`config.mk`:
```
export PLATFORM = sky130hd
export DESIGN_NAME = sel_pipe_stage
export DESIGN_NICKNAME = d
export VERILOG_FILES = /design/src/rtl/sel_pipe_stage_pkg.sv /design/src/rtl/sel_pipe_stage_muxn.sv /design/src/rtl/sel_pipe_stage.sv
export SDC_FILE = /design/constraint.sdc
export NUM_CORES = 1
export LEC_CHECK = 0
export CORE_MARGIN = 4
export CORE_UTILIZATION = 39
export CTS_BUF_LIST = sky130_fd_sc_hd__clkbuf_4 sky130_fd_sc_hd__clkbuf_8
export DETAILED_ROUTE_END_ITERATION = 6
export PLACE_DENSITY = 0.89
export REMOVE_ABC_BUFFERS = 1
export SYNTH_ARGS = -nofsm -noshare
export SYNTH_HDL_FRONTEND = slang
export SYNTH_HIERARCHICAL = 1
export SYNTH_SLANG_ARGS = --single-unit
export TNS_END_PERCENT = 10
```
`constraint.sdc`:
```
create_clock -name clk -period 2.84 [get_ports clk]
set_input_delay 0.284 -clock clk [delete_from_list [all_inputs] [get_ports clk]]
set_output_delay 0.284 -clock clk [all_outputs]
set_load 0.01 [all_outputs]
```
`src/rtl/sel_pipe_stage_pkg.sv`:
```
// Shared MIPS datapath definitions used by the selector pipeline stage:
// word width and the select encodings of the PC-source and forwarding muxes.
package sel_pipe_stage_pkg;

    localparam int WORD_W = 32;

    // Number of sources behind each legacy datapath mux
    localparam int PCSRC_N = 3;
    localparam int FWD_N   = 3;

    // Next-PC source select: PC+4, branch target, jump target
    typedef enum logic [1:0] {
        PCSRC_PC4 = 2'd0,
        PCSRC_BR  = 2'd1,
        PCSRC_JMP = 2'd2
    } pcsrc_e;

    // Operand forwarding select: register file, EX/MEM result, MEM/WB result
    typedef enum logic [1:0] {
        FWD_REG   = 2'd0,
        FWD_EXMEM = 2'd1,
        FWD_MEMWB = 2'd2
    } fwd_e;

endpackage

```
`src/rtl/sel_pipe_stage_muxn.sv`:
```
// Combinational N:1 selector with binary select. Select codes that do not
// name an input (only possible when NUM_IN is not a power of 2) fall back to
// input 0. The legacy 2:1/3:1/4:1 datapath muxes are instances of this block.
module sel_pipe_stage_muxn #(
    parameter int WIDTH  = 32,
    parameter int NUM_IN = 4,
    parameter int SEL_W  = $clog2(NUM_IN)
) (
    input  logic [NUM_IN*WIDTH-1:0] din_i,
    input  logic [SEL_W-1:0]        sel_i,
    output logic [WIDTH-1:0]        dout_o
);

    localparam int NUM_LANES = 2 ** SEL_W;

    // One lane per select code; unused codes alias input 0
    logic [WIDTH-1:0] lane_s [NUM_LANES];

    for (genvar k = 0; k < NUM_LANES; k++) begin : g_lane
        if (k < NUM_IN) begin : g_real
            assign lane_s[k] = din_i[k*WIDTH +: WIDTH];
        end else begin : g_alias
            assign lane_s[k] = din_i[WIDTH-1:0];
        end
    end

    assign dout_o = lane_s[sel_i];

endmodule

```
`src/rtl/sel_pipe_stage.sv`:
```
// N:1 operand / next-PC selector fused with one pipeline register and a
// valid/ready handshake. Single entry with pass-through ready, so full
// throughput is one beat per cycle. Flush loads RST_VAL and drops the entry.
// Optional feature: define SELPIPE_ERR_EN to get a sticky sel_err flag that
// records any accepted beat whose select names no input; otherwise sel_err
// is tied low and no compare logic exists.
module sel_pipe_stage
    import sel_pipe_stage_pkg::*;
#(
    parameter int               WIDTH   = WORD_W,
    parameter int               NUM_IN  = 4,
    parameter logic [WIDTH-1:0] RST_VAL = '0,
    localparam int              SEL_W   = $clog2(NUM_IN)
) (
    input  logic                    clk,
    input  logic                    rst_n,
    input  logic [NUM_IN*WIDTH-1:0] din,
    input  logic [SEL_W-1:0]        sel,
    input  logic                    in_valid,
    output logic                    in_ready,
    input  logic                    flush,
    output logic [WIDTH-1:0]        dout,
    output logic                    out_valid,
    input  logic                    out_ready,
    output logic                    sel_err
);

    logic [WIDTH-1:0] mux_s;
    logic [WIDTH-1:0] dout_q;
    logic [WIDTH-1:0] dout_d;
    logic             valid_q;
    logic             valid_d;
    logic             accept_s;

    // Selection happens ahead of the register only; dout is always a flop
    sel_pipe_stage_muxn #(
        .WIDTH  (WIDTH),
        .NUM_IN (NUM_IN),
        .SEL_W  (SEL_W)
    ) u_muxn (
        .din_i  (din),
        .sel_i  (sel),
        .dout_o (mux_s)
    );

    // Space is free when empty or when the held entry leaves this cycle
    assign in_ready = ~valid_q | out_ready;
    assign accept_s = in_valid & in_ready;

    // Next-state: flush beats accept, accept beats consume, otherwise hold
    always_comb begin
        dout_d  = dout_q;
        valid_d = valid_q;
        if (flush) begin
            dout_d  = RST_VAL;
            valid_d = 1'b0;
        end else if (accept_s) begin
            dout_d  = mux_s;
            valid_d = 1'b1;
        end else if (out_ready) begin
            valid_d = 1'b0;
        end else begin
            dout_d  = dout_q;
            valid_d = valid_q;
        end
    end

    // Pipeline register and valid flag
    always_ff @(posedge clk or negedge rst_n) begin
        if (!rst_n) begin
            dout_q  <= RST_VAL;
            valid_q <= 1'b0;
        end else begin
            dout_q  <= dout_d;
            valid_q <= valid_d;
        end
    end

    assign dout      = dout_q;
    assign out_valid = valid_q;

`ifdef SELPIPE_ERR_EN
    localparam logic [SEL_W:0] NUM_IN_C = (SEL_W+1)'(NUM_IN);

    logic err_q;
    logic err_d;
    logic illegal_s;

    assign illegal_s = ({1'b0, sel} >= NUM_IN_C);

    // Sticky: only reset clears it, flush leaves it alone
    always_comb begin
        err_d = err_q | (accept_s & illegal_s);
    end

    // Illegal-select flag register
    always_ff @(posedge clk or negedge rst_n) begin
        if (!rst_n) begin
            err_q <= 1'b0;
        end else begin
            err_q <= err_d;
        end
    end

    assign sel_err = err_q;
`else
    assign sel_err = 1'b0;
`endif

endmodule

```
; ---- Word-level counts from Yosys, hierarchy flattened
; Cells that the tools add are included.
; W data, S select, Z words.
[totals]
ff_bits = 33
input_bits = 135
output_inout_bits = 35
elab_cells = 17
[classes]
n_lt_le_gt_ge = 1
mux = 8
bitwise = 4
reduce_logical = 2
[ops]
columns = cell, count
row1 = $mux W32, 4
row2 = $bmux W32 S2, 1
row3 = $ge A3 B3 Y1 const B, 1
row4 = $mux W1, 3
row5 = $not A2 Y3, 1
row6 = $reduce_bool A3 Y1, 1
row7 = $reduce_bool A2 Y1, 1
row8 = $and A1 B1 Y1, 1
row9 = $not A1 Y1, 1
row10 = $or A1 B1 Y1, 1

; ---- Longest topological paths before layout
; Gate-level depths: netlist of the first run.
[logic_depth]
depth_word = 6
depth_mapped = 5
depth_no_buf = 3

; ---- By module
; The synthesis of the first run kept the hierarchy.
[by_module_without_submodules]
columns = mod, n_inst, cells_each, area_per_inst_um2, seq_area_each_um2
row1 = sel_pipe_stage, 1, 152, 1620.3, 825.8
row2 = sel_pipe_stage_muxn, 1, 39, 814.5, 0.0

; ---- Worst setup path after synthesis of the first run
; No wires, ideal clock.
[synth_timing]
path_kind = input to register
startpoint = input sel[0]
endpoint = register dout_q[17], in the netlist dout[17]
setup_time_ns = 0.142
arrival_ns = 1.162
required_time_ns = 2.698
setup_slack_ns = 1.537
path_stages = 5
path_buffers = 2
cell_sequence = buf_6 > buf_12 > mux4_2 > nand3_1 > a21oi_2
[synth_between]
elab_chain_cells = 6
[synth_rtl]
columns = item, line_no
row1 = start: declaration, sel_pipe_stage.sv:18  ; input logic [SEL_W-1:0] sel,
row2 = $not A2 Y3 (not written as such), sel_pipe_stage_muxn.sv:27  ; assign dout_o = lane_s[sel_i];
row3 = $bmux W32 S2, sel_pipe_stage_muxn.sv:27
row4 = $mux W32 (not written as such) (2 in series), sel_pipe_stage_muxn.sv:27
row5 = named net mux_s[17], sel_pipe_stage.sv:28  ; logic [WIDTH-1:0] mux_s;
row6 = $mux W32, sel_pipe_stage.sv:57  ; end else if (accept_s) begin
row7 = $mux W32, sel_pipe_stage.sv:54  ; if (flush) begin
row8 = end signal: assignment, sel_pipe_stage.sv:74  ; dout_q <= dout_d;
row9 = end: declaration, sel_pipe_stage.sv:29  ; logic [WIDTH-1:0] dout_q;
; The timed path passes the listed nets, and every way through them passes these cells. The select of a mux whose other input is x is not followed.
; A chain may end at the register's enable or synchronous reset.

; ---- Final worst setup path of the first run
[layout_timing]
startpoint = input out_ready
endpoint = output in_ready
[layout_between]
elab_chain_cells = 1
[layout_rtl]
columns = item, line_no
row1 = start: declaration, sel_pipe_stage.sv:24  ; input logic out_ready,
row2 = $or A1 B1 Y1, sel_pipe_stage.sv:47  ; assign in_ready = ~valid_q | out_ready;
row3 = end: declaration, sel_pipe_stage.sv:20  ; output logic in_ready,
; Every way passes these cells.

==> results of run 1 <==
==> logic make-up after synthesis <==
logic type | after synthesis
other | 1
multiplexers | 32
AND/OR/NAND/NOR | 33
AO/OA/AOI/OAI | 65
buffers and inverters | 27
flip-flops | 33
==> layer usage <==
layer | vias to the layer above | routed length (microns) | GRT usage (%)
li1 | 1053 | - | -
met1 | 1091 | 2670 | 23.2
met2 | 96 | 4150 | 38.2
met3 | 6 | 591 | 5.20
met4 | 0 | 81 | 4.53
met5 | - | 0 | 0
==> where the power goes <==
group / internal, mW / leakage, nW / switching, mW / total [mW]
logic: 0.333 / 1.11 / 0.160 / 0.494
registers: 0.502 / 0.441 / 0.0157 / 0.518
clock network: 0.202 / 0.0477 / 0.161 / 0.363
==> worst max path at each step <==
| stage | to | slack [ps] | depth (start not counted) |
|---|---|---|---|
| detailed placement | in_ready | 820 | 3 |
| CTS | in_ready | 810 | 3 |
| floorplan | dout[0] | 1620 | 3 |
| finish | in_ready | 810 | 3 |
| global placement | in_ready | 820 | 3 |
| global route | in_ready | 750 | 3 |
==> cell usage in the layout (no fill, tap or decap) <==
cell type          n
dfrtp_1           33
buf_12             1
buf_4              4
mux4_1             2
a21bo_2           26
inv_1              1
conb_1             1
a21oi_1           27
clkbuf_8           6
a21bo_1            6
nand3_1           32
clkbuf_4           1
nand2b_4           1
clkdlybuf4s50_1  165
a21oi_2            6
mux4_2            30
buf_2              3
==> flip-flops by register name (all words and copies together) (netlist names) <==
| signal | flops |
|---|---|
| dout | 32 |
| out_valid | 1 |
==> layout make-up <==
cell class / instances / area [sq um] / area share, %
repair buffers: 173 / 1720 / 41.4
inverters: 1 / 3.75 / 0.0906
multi-input cells: 131 / 1410 / 34.1
clock buffers: 7 / 90.1 / 2.17
flip-flops and latches: 33 / 826 / 19.9
well taps: 75 / 93.8 / 2.26
==> stage by stage <==
stage / hold slack, ps / cells / instance area [sq um] / setup WS, ps
final: 69.3 / 420 / 4140 / 813
after floorplan: -11.6 / 165 / 2240 / 1620
after global placement: 384 / 413 / 4050 / 824
after global routing: 119 / 420 / 4140 / 748
after detailed placement: 395 / 413 / 4050 / 823
after CTS: 94.1 / 420 / 4140 / 808
==> worst reg2reg max path: cells and delay by family (launching register included) <==
family,cells,cell delay [ps]
simple gates,1,330
compound gates,2,260
flops,1,410
buf+inv,1,390
==> results.py, run 1 <==
metrics = {
    "synth": {
        "synth_ff_type": "dfrtp_1",
        "synth_commonest_cells": "33 x dfrtp_1, 32 x nand3_1, 30 x mux4_2",
        "synth_seq_cells": 33,
        "muxShareOfSynthArea_pct": 29.9,
        "ys_warn_count": 6,
        "async_flop_share_pct": 100,
        "yosysMostFrequentCell": "dfrtp_1",
        "synthDistinctLibCells": 17,
        "synthCells": 191,
        "synth_area_leaders": "dfrtp_1 34%, mux4_2 28%, a21bo_2 11%",
        "synthSimpleGateAreaFrac_pct": 7.14,
        "syn-cell-area_sq_um": 2430,
        "synthAdderAreaFrac_pct": 0,
        "synth_compound_area_share_pct": 20.9,
        "synth_top_family_by_area": "multiplexers",
        "syn_avg_cell_area_sq_um": 12.7,
        "synth_edf_count": 0,
        "synth_largest_area_cell": "dfrtp_1",
        "yosysSeqAreaShare_pct": 33.9,
        "synth_xor_area_share_pct": 0,
        "netlist.area_leader.share_pct": 33.9,
    },
    "worst_setup_path": {
        "critical_path.top_delay_family": "buffers and inverters",
        "reg2reg_from": "out_valid",
        "cp_num_buf_inv": 2,
        "worstSetupPathType": "input port to primary output",
        "cpMaxStageDelayCell": "clkdlybuf4s50_1",
        "crit_start": "out_ready",
        "slowest_delay_ps": 620,
        "cp.required_ps": 2560,
        "ff2ff_path_depth": 4,
        "start_kind": "input port",
        "path_cells": "clkdlybuf4s50_1, nand2b_4, clkdlybuf4s50_1",
        "worstPathArrival_ps": 1740,
        "timing.rr.end": "dout[5]",
        "endpoint_kind": "primary output",
        "crit_fanout": 36,
        "ff2ff_setup_slack_ps": 1320,
        "worst_path_most_repeated_cell": "clkdlybuf4s50_1",
    },
    "global_routing": {
        "grt_pass1_vias": 2457,
        "grt_overflow": 0,
        "grt_first_pass_wirelength_microns": 11900,
        "grt_antenna_before_repair": 0,
        "grt_max_degree": 37,
        "globalRouteTotalUtil_pct": 20.5,
    },
    "sta": {
        "setup_viol": 0,
        "rsz0062_at_grt": "no",
        "fmax_ghz": 0.493,
        "finalCritPeriodShare_pct": 71.4,
        "slew_headroom_pct": 50.6,
        "period_minus_slack_ps": 2030,
        "final_max_slew_viol_count": 0,
        "finalClockSkew_ps": 2.28,
        "worstMarginPinSlew_ps": 741,
        "hold_violations": 0,
        "fin_tns_setup_ps": 0,
    },
    "clock_tree": {
        "cts_max_level": 2,
        "cts.path.max_buffers": 2,
        "worst_skew_pair.late_latency_ps": 270,
        "clk_pin_slew_ps": 60,
        "cts_root_buf": "clkbuf_8",
        "cts-resized-gates": 0,
        "clkSinkCount": 33,
        "cts_buffers": 5,
        "post_cts_buffers": 0,
        "cts_tree": "done",
        "ctsHoldBuffers": 0,
    },
    "power": {
        "irDropWorstVdd_uv": 227,
        "total_power_mw": 1.37,
        "power_density_nw_per_um2": 332,
        "p_leak_nw": 1.60,
    },
    "finish": {
        "area.growth.synth_to_final_pct": 70.2,
        "final_nets": 480,
        "drive_above_1_share_pct": 22.6,
        "diodes": 0,
        "fill_cells": 440,
        "final_util_pct": 69.2,
    },
    "floorplanning": {
        "die_area_sq_um": 7570,
        "die_h_microns": 87.0,
        "rows": 28,
        "core_region_area_sq_um": 5990,
        "start_util_pct": 40.6,
        "ioPinCount": 170,
        "die_x_microns": 87.0,
    },
    "route": {
        "drt_iter0_markers": 76,
        "wl_per_cell_microns": 17.8,
        "num_vias": 2246,
        "drt_pass1_iterations": 5,
        "via_per_inst": 5.35,
        "antenna_left": 0,
        "drc": 0,
        "wirelength_microns": 7490,
    },
    "placement": {
        "gp_congestion": 0.766,
        "port_buffers": 168,
        "dp_hpwl_microns": 5870,
    },
    "min_path": {
        "min_path_type": "input port to asynchronous set/reset pin",
    },
    "run": {
        "maxCapViolCount": 0,
    },
    "outcome": {
        "status": "finished clean",
    },
}
No activity file was read; power rests on OpenSTA's default activity.
==> inputs of run 2 (changes only) <==
Settings changed: CORE_UTILIZATION 39 to 33, PLACE_DENSITY 0.89 to 0.8.
Clock period 2.84 ns to 1.8 ns, I/O delays scaled along.
==> results.py, run 2 (synthesis gave the netlist of run 1 again) <==
metrics = {
    "power": {
        "clkPwrFrac_pct": 27.0,
        "sw_frac_of_total_pct": 25.2,
        "p_leak_nw": 1.63,
        "p_sw_uw": 556,
        "total_power_mw": 2.20,
        "p_int_mw": 1.65,
        "power_frac_seq_pct": 37.0,
        "irDropWorstVdd_uv": 239,
        "power_density_nw_per_um2": 522,
        "combPwrFrac_pct": 36.0,
    },
    "worst_setup_path": {
        "crit_start": "out_valid",
        "critical_path.top_delay_family": "buffers and inverters",
        "worstSetupPathType": "register to primary output",
        "cp-endpoint": "in_ready",
        "path_cells": "nand2b_4, clkdlybuf4s50_1",
        "slowest_delay_ps": 530,
        "endpoint_kind": "primary output",
        "crit_fanout": 4,
        "worstPathArrival_ps": 1320,
        "start_kind": "register",
        "cp.depth": 2,
        "ff2ff_setup_slack_ps": 610,
        "cp.required_ps": 1620,
        "ff2ff_path_depth": 4,
        "reg2reg_from": "out_valid",
        "timing.rr.end": "dout[24]",
        "cp_num_buf_inv": 1,
        "cpMaxStageDelayCell": "clkdlybuf4s50_1",
    },
    "finish": {
        "area.growth.synth_to_final_pct": 73.4,
        "final_nets": 483,
        "layout_commonest_cell": "clkdlybuf4s50_1",
        "diodes": 0,
        "layout_common_cells": "165 x clkdlybuf4s50_1, 33 x dfrtp_1, 32 x nand3_1",
        "largest_reg_flops": 32,
        "stdcell_area_sq_um": 4220,
        "drive_above_1_share_pct": 23.3,
    },
    "sta": {
        "finalClockSkew_ps": 2.87,
        "fin_tns_setup_ps": 0,
        "final_max_slew_viol_count": 0,
        "slew_headroom_pct": 44.2,
        "hold_violations": 0,
        "setup_viol": 0,
        "period_minus_slack_ps": 1500,
        "fmax_ghz": 0.669,
        "worstMarginPinSlew_ps": 837,
        "finalCritPeriodShare_pct": 83.1,
        "rsz0062_at_grt": "no",
    },
    "route": {
        "via_per_inst": 5.17,
        "antenna_left": 0,
        "num_vias": 2310,
        "drt_iter0_markers": 80,
        "wl_per_cell_microns": 17.6,
        "wirelength_microns": 7850,
        "drt_pass1_iterations": 4,
        "drc": 0,
    },
    "placement": {
        "postPlaceCellArea_sq_um": 4130,
        "gp_congestion": 0.700,
        "dp_hpwl_microns": 6030,
        "port_buffers": 168,
    },
    "min_path": {
        "min_path_type": "input port to asynchronous set/reset pin",
    },
    "floorplanning": {
        "start_util_pct": 33.7,
        "die_area_sq_um": 8820,
        "die_h_microns": 93.9,
        "rows": 31,
        "core_region_area_sq_um": 7210,
        "die_x_microns": 93.9,
        "ioPinCount": 170,
    },
    "global_routing": {
        "grt_overflow": 0,
        "grt_pass1_vias": 2497,
        "grt_antenna_before_repair": 0,
        "globalRouteTotalUtil_pct": 17.4,
        "grt_first_pass_wirelength_microns": 11900,
        "grt_max_degree": 66,
    },
    "clock_tree": {
        "cts_root_buf": "clkbuf_8",
        "clkSinkCount": 33,
        "cts.path.max_buffers": 2,
        "cts-resized-gates": 0,
        "post_cts_buffers": 0,
        "cts_max_level": 2,
        "cts_buffers": 5,
        "cts_tree": "done",
        "clk_pin_slew_ps": 70,
        "ctsHoldBuffers": 0,
        "worst_skew_pair.late_latency_ps": 280,
    },
    "run": {
        "maxCapViolCount": 0,
    },
    "outcome": {
        "status": "finished clean",
    },
}
run 2: changes by cell type in the layout (fill, tap and decap cells not counted):
cell | before | now
buf_4 | 4 | 5
buf_12 | 1 | 3
run 2: power by group through the flow:
stage	sequential, mW	combinational (mW)	clock (mW)
6_report	0.815	0.793	0.595
4_1_cts	0.815	0.804	0.618
3_5_place_dp	0.829	0.802	0
2_1_floorplan	0.853	0.246	0
5_1_grt	0.821	0.847	0.643
3_3_place_gp	0.827	0.780	0
run 2: how the worst min path moves through the flow:
stage	from	to	slack [ps]	depth (start not counted)
final	rst_n	dout[13]	2	1
after global routing	rst_n	dout[13]	50	1
after CTS	rst_n	dout[12]	10	1
after detailed placement	rst_n	dout[29]	320	1
after global placement	rst_n	dout[29]	290	1
after floorplan	rst_n	dout[0]	-120	0
run 2: final cells by class:
class | count | area (sq um)
fill | 623 | 2990
timing repair buffer | 176 | 1760
multi-input combinational | 131 | 1410
sequential | 33 | 826
tap | 99 | 124
clock buffer | 7 | 90.1
inverter | 1 | 3.75
run 2: per-layer routing:
metal  routed length (microns)  part of all wire (%)  global-route usage [%]  vias to the layer above
met5                         0                     0                       0                        -
met4                        97                   1.2                    5.90                        0
met3                       647                   8.2                    4.73                        8
met2                      4250                    54                    32.2                      103
met1                      2850                    36                    19.0                     1143
li1                          -                     -                       -                     1056
run 2: stage by stage:
stage	util (%)	instances	hold slack [ps]	worst slack (ps)
2_1_floorplan	-	165	-116	584
3_3_place_gp	57.3	440	293	279
3_5_place_dp	57.3	440	321	245
4_1_cts	58.5	447	11.8	287
5_1_grt	58.5	447	46.7	273
6_report	58.5	447	2.36	304
==> inputs of run 3 (changes only) <==
Settings changed: CORE_UTILIZATION 33 to 36, PLACE_DENSITY 0.8 to 0.83.
Clock period 1.8 ns to 1.5 ns, I/O delays scaled along.
==> results.py, run 3 (synthesis gave the netlist of run 1 again) <==
metrics = {
    "outcome": {
        "status": "finished clean",
    },
    "min_path": {
        "min_path_type": "input port to asynchronous set/reset pin",
    },
    "clock_tree": {
        "cts_tree": "done",
        "worst_skew_pair.late_latency_ps": 270,
        "cts_root_buf": "clkbuf_8",
        "clkSinkCount": 33,
        "cts.path.max_buffers": 2,
        "post_cts_buffers": 0,
        "cts_buffers": 5,
        "cts_max_level": 2,
        "clk_pin_slew_ps": 70,
    },
    "finish": {
        "layout_common_cells": "164 x clkdlybuf4s50_1, 33 x dfrtp_1, 32 x nand3_1",
        "diodes": 0,
        "largest_reg_flops": 32,
        "drive_above_1_share_pct": 23.4,
        "final_util_pct": 65.6,
        "layout_commonest_cell": "clkdlybuf4s50_1",
        "multi_input_area_sq_um": 1410,
        "area.growth.synth_to_final_pct": 74.1,
        "register_area_sq_um": 826,
        "fill_cells": 542,
        "final_nets": 485,
    },
    "worst_setup_path": {
        "critical_path.top_delay_family": "buffers and inverters",
        "worstPathArrival_ps": 1230,
        "cpMaxStageDelayCell": "clkdlybuf4s50_1",
        "slowest_delay_ps": 560,
        "crit_fanout": 2,
        "start_kind": "register",
        "crit_start": "out_valid",
        "cp_num_buf_inv": 1,
        "worstSetupPathType": "register to primary output",
        "endpoint_kind": "primary output",
        "cp.required_ps": 1350,
        "path_cells": "clkdlybuf4s50_1",
        "reg2reg_from": "out_valid",
    },
    "floorplanning": {
        "die_x_microns": 90.2,
        "core_region_area_sq_um": 6460,
        "ioPinCount": 170,
        "die_h_microns": 90.2,
        "start_util_pct": 37.7,
        "rows": 29,
        "die_area_sq_um": 8140,
    },
    "power": {
        "power_density_nw_per_um2": 617,
        "power_frac_seq_pct": 37.4,
        "p_int_mw": 1.99,
        "irDropWorstVdd_uv": 288,
        "p_sw_uw": 631,
        "clkPwrFrac_pct": 26.0,
        "combPwrFrac_pct": 36.6,
        "p_leak_nw": 1.65,
        "sw_frac_of_total_pct": 24.1,
    },
    "sta": {
        "setup_viol": 0,
        "fin_tns_setup_ps": 0,
        "hold_violations": 0,
        "finalCritPeriodShare_pct": 91.7,
        "rsz0062_at_grt": "no",
        "fmax_ghz": 0.727,
        "period_minus_slack_ps": 1380,
        "final_max_slew_viol_count": 0,
        "finalClockSkew_ps": 4.21,
    },
    "route": {
        "drc": 0,
        "num_vias": 2256,
        "wl_per_cell_microns": 17.5,
        "via_per_inst": 5.28,
        "drt_pass1_iterations": 4,
        "antenna_left": 0,
        "wirelength_microns": 7470,
        "drt_iter0_markers": 78,
    },
    "global_routing": {
        "grt_max_degree": 66,
        "grt_overflow": 0,
        "globalRouteTotalUtil_pct": 18.4,
        "grt_pass1_vias": 2473,
        "grt_antenna_before_repair": 0,
        "grt_first_pass_wirelength_microns": 12200,
    },
    "placement": {
        "gp_congestion": 0.697,
        "port_buffers": 168,
        "dp_hpwl_microns": 5970,
    },
    "run": {
        "maxCapViolCount": 0,
    },
}
[run 3: changes by cell type in the layout (fill, tap and decap cells not counted), sizes merged]
cell | previous run | this run
buf | 11 | 12
clkdlybuf4s50 | 165 | 164
dlygate4sd3 | 0 | 1
dlymetal6s2s | 0 | 1
[run 3: layout make-up]
| class | instances | share of cell area, % |
|---|---|---|
| sequential | 33 | 19.5 |
| clock buffer | 7 | 2.13 |
| inverter | 1 | 0.0885 |
| tap | 77 | 2.27 |
| multi-input combinational | 131 | 33.4 |
| timing repair buffer | 178 | 42.7 |
[run 3: power by group through the flow]
stage | Sequential [mW] | Combinational (mW) | Clock (mW)
2_1_floorplan | 1.02 | 0.295 | 0
3_3_place_gp | 0.991 | 0.950 | 0
3_5_place_dp | 0.996 | 0.970 | 0
4_1_cts | 0.980 | 0.975 | 0.709
5_1_grt | 0.987 | 1.03 | 0.749
6_report | 0.980 | 0.958 | 0.680
[run 3: per-stage QoR]
stage	setup slack, ps	instances	hold WS [ps]	total power [mW]	instance area [sq um]
final	125	427	349	2.62	4240
after floorplan	284	165	-146	1.32	2240
after CTS	12.0	427	358	2.66	4240
after global routing	84.1	427	383	2.77	4240
after detailed placement	4.99	419	123	1.97	4140
after global placement	15.5	419	115	1.94	4140
[run 3: path summary, 6_finish.rpt]
| path | end | slack (ps) | depth (start not counted) |
|---|---|---|---|
| min | dout[11] | 350 | 2 |
| min reg2reg | dout[2] | 640 | 2 |
| max reg2reg | dout[25] | 340 | 4 |
| max | out_valid | 120 | 1 |
| min in group clk | dout[2] | 380 | 4 |
| max in group asynchronous | dout[7] | 570 | 3 |
[run 3: worst register-to-register path, delay by kind of cell, from the launching register on]
| family | cells | cell delay (ps) |
|---|---|---|
| AO/OA/AOI/OAI | 2 | 390 |
| flip-flops | 1 | 400 |
| buffers and inverters | 1 | 220 |
| AND/OR/NAND/NOR | 1 | 80 |
[run 3: what timing repair did]
item / in CTS / in global routing
endpoints found under the hold margin: 17 / 0
hold buffers: 1 / 0
gates resized for setup: 0 / 1
endpoints found under the setup margin: 0 / 1
[run 3: per-layer routing]
layer | up-vias | wire (microns) | global-route usage (%)
met2 | 106 | 4020 | 33.9
met5 | - | 0 | 0
li1 | 1057 | - | -
met3 | 6 | 646 | 5.84
met1 | 1087 | 2730 | 20.7
met4 | 0 | 67 | 4.08
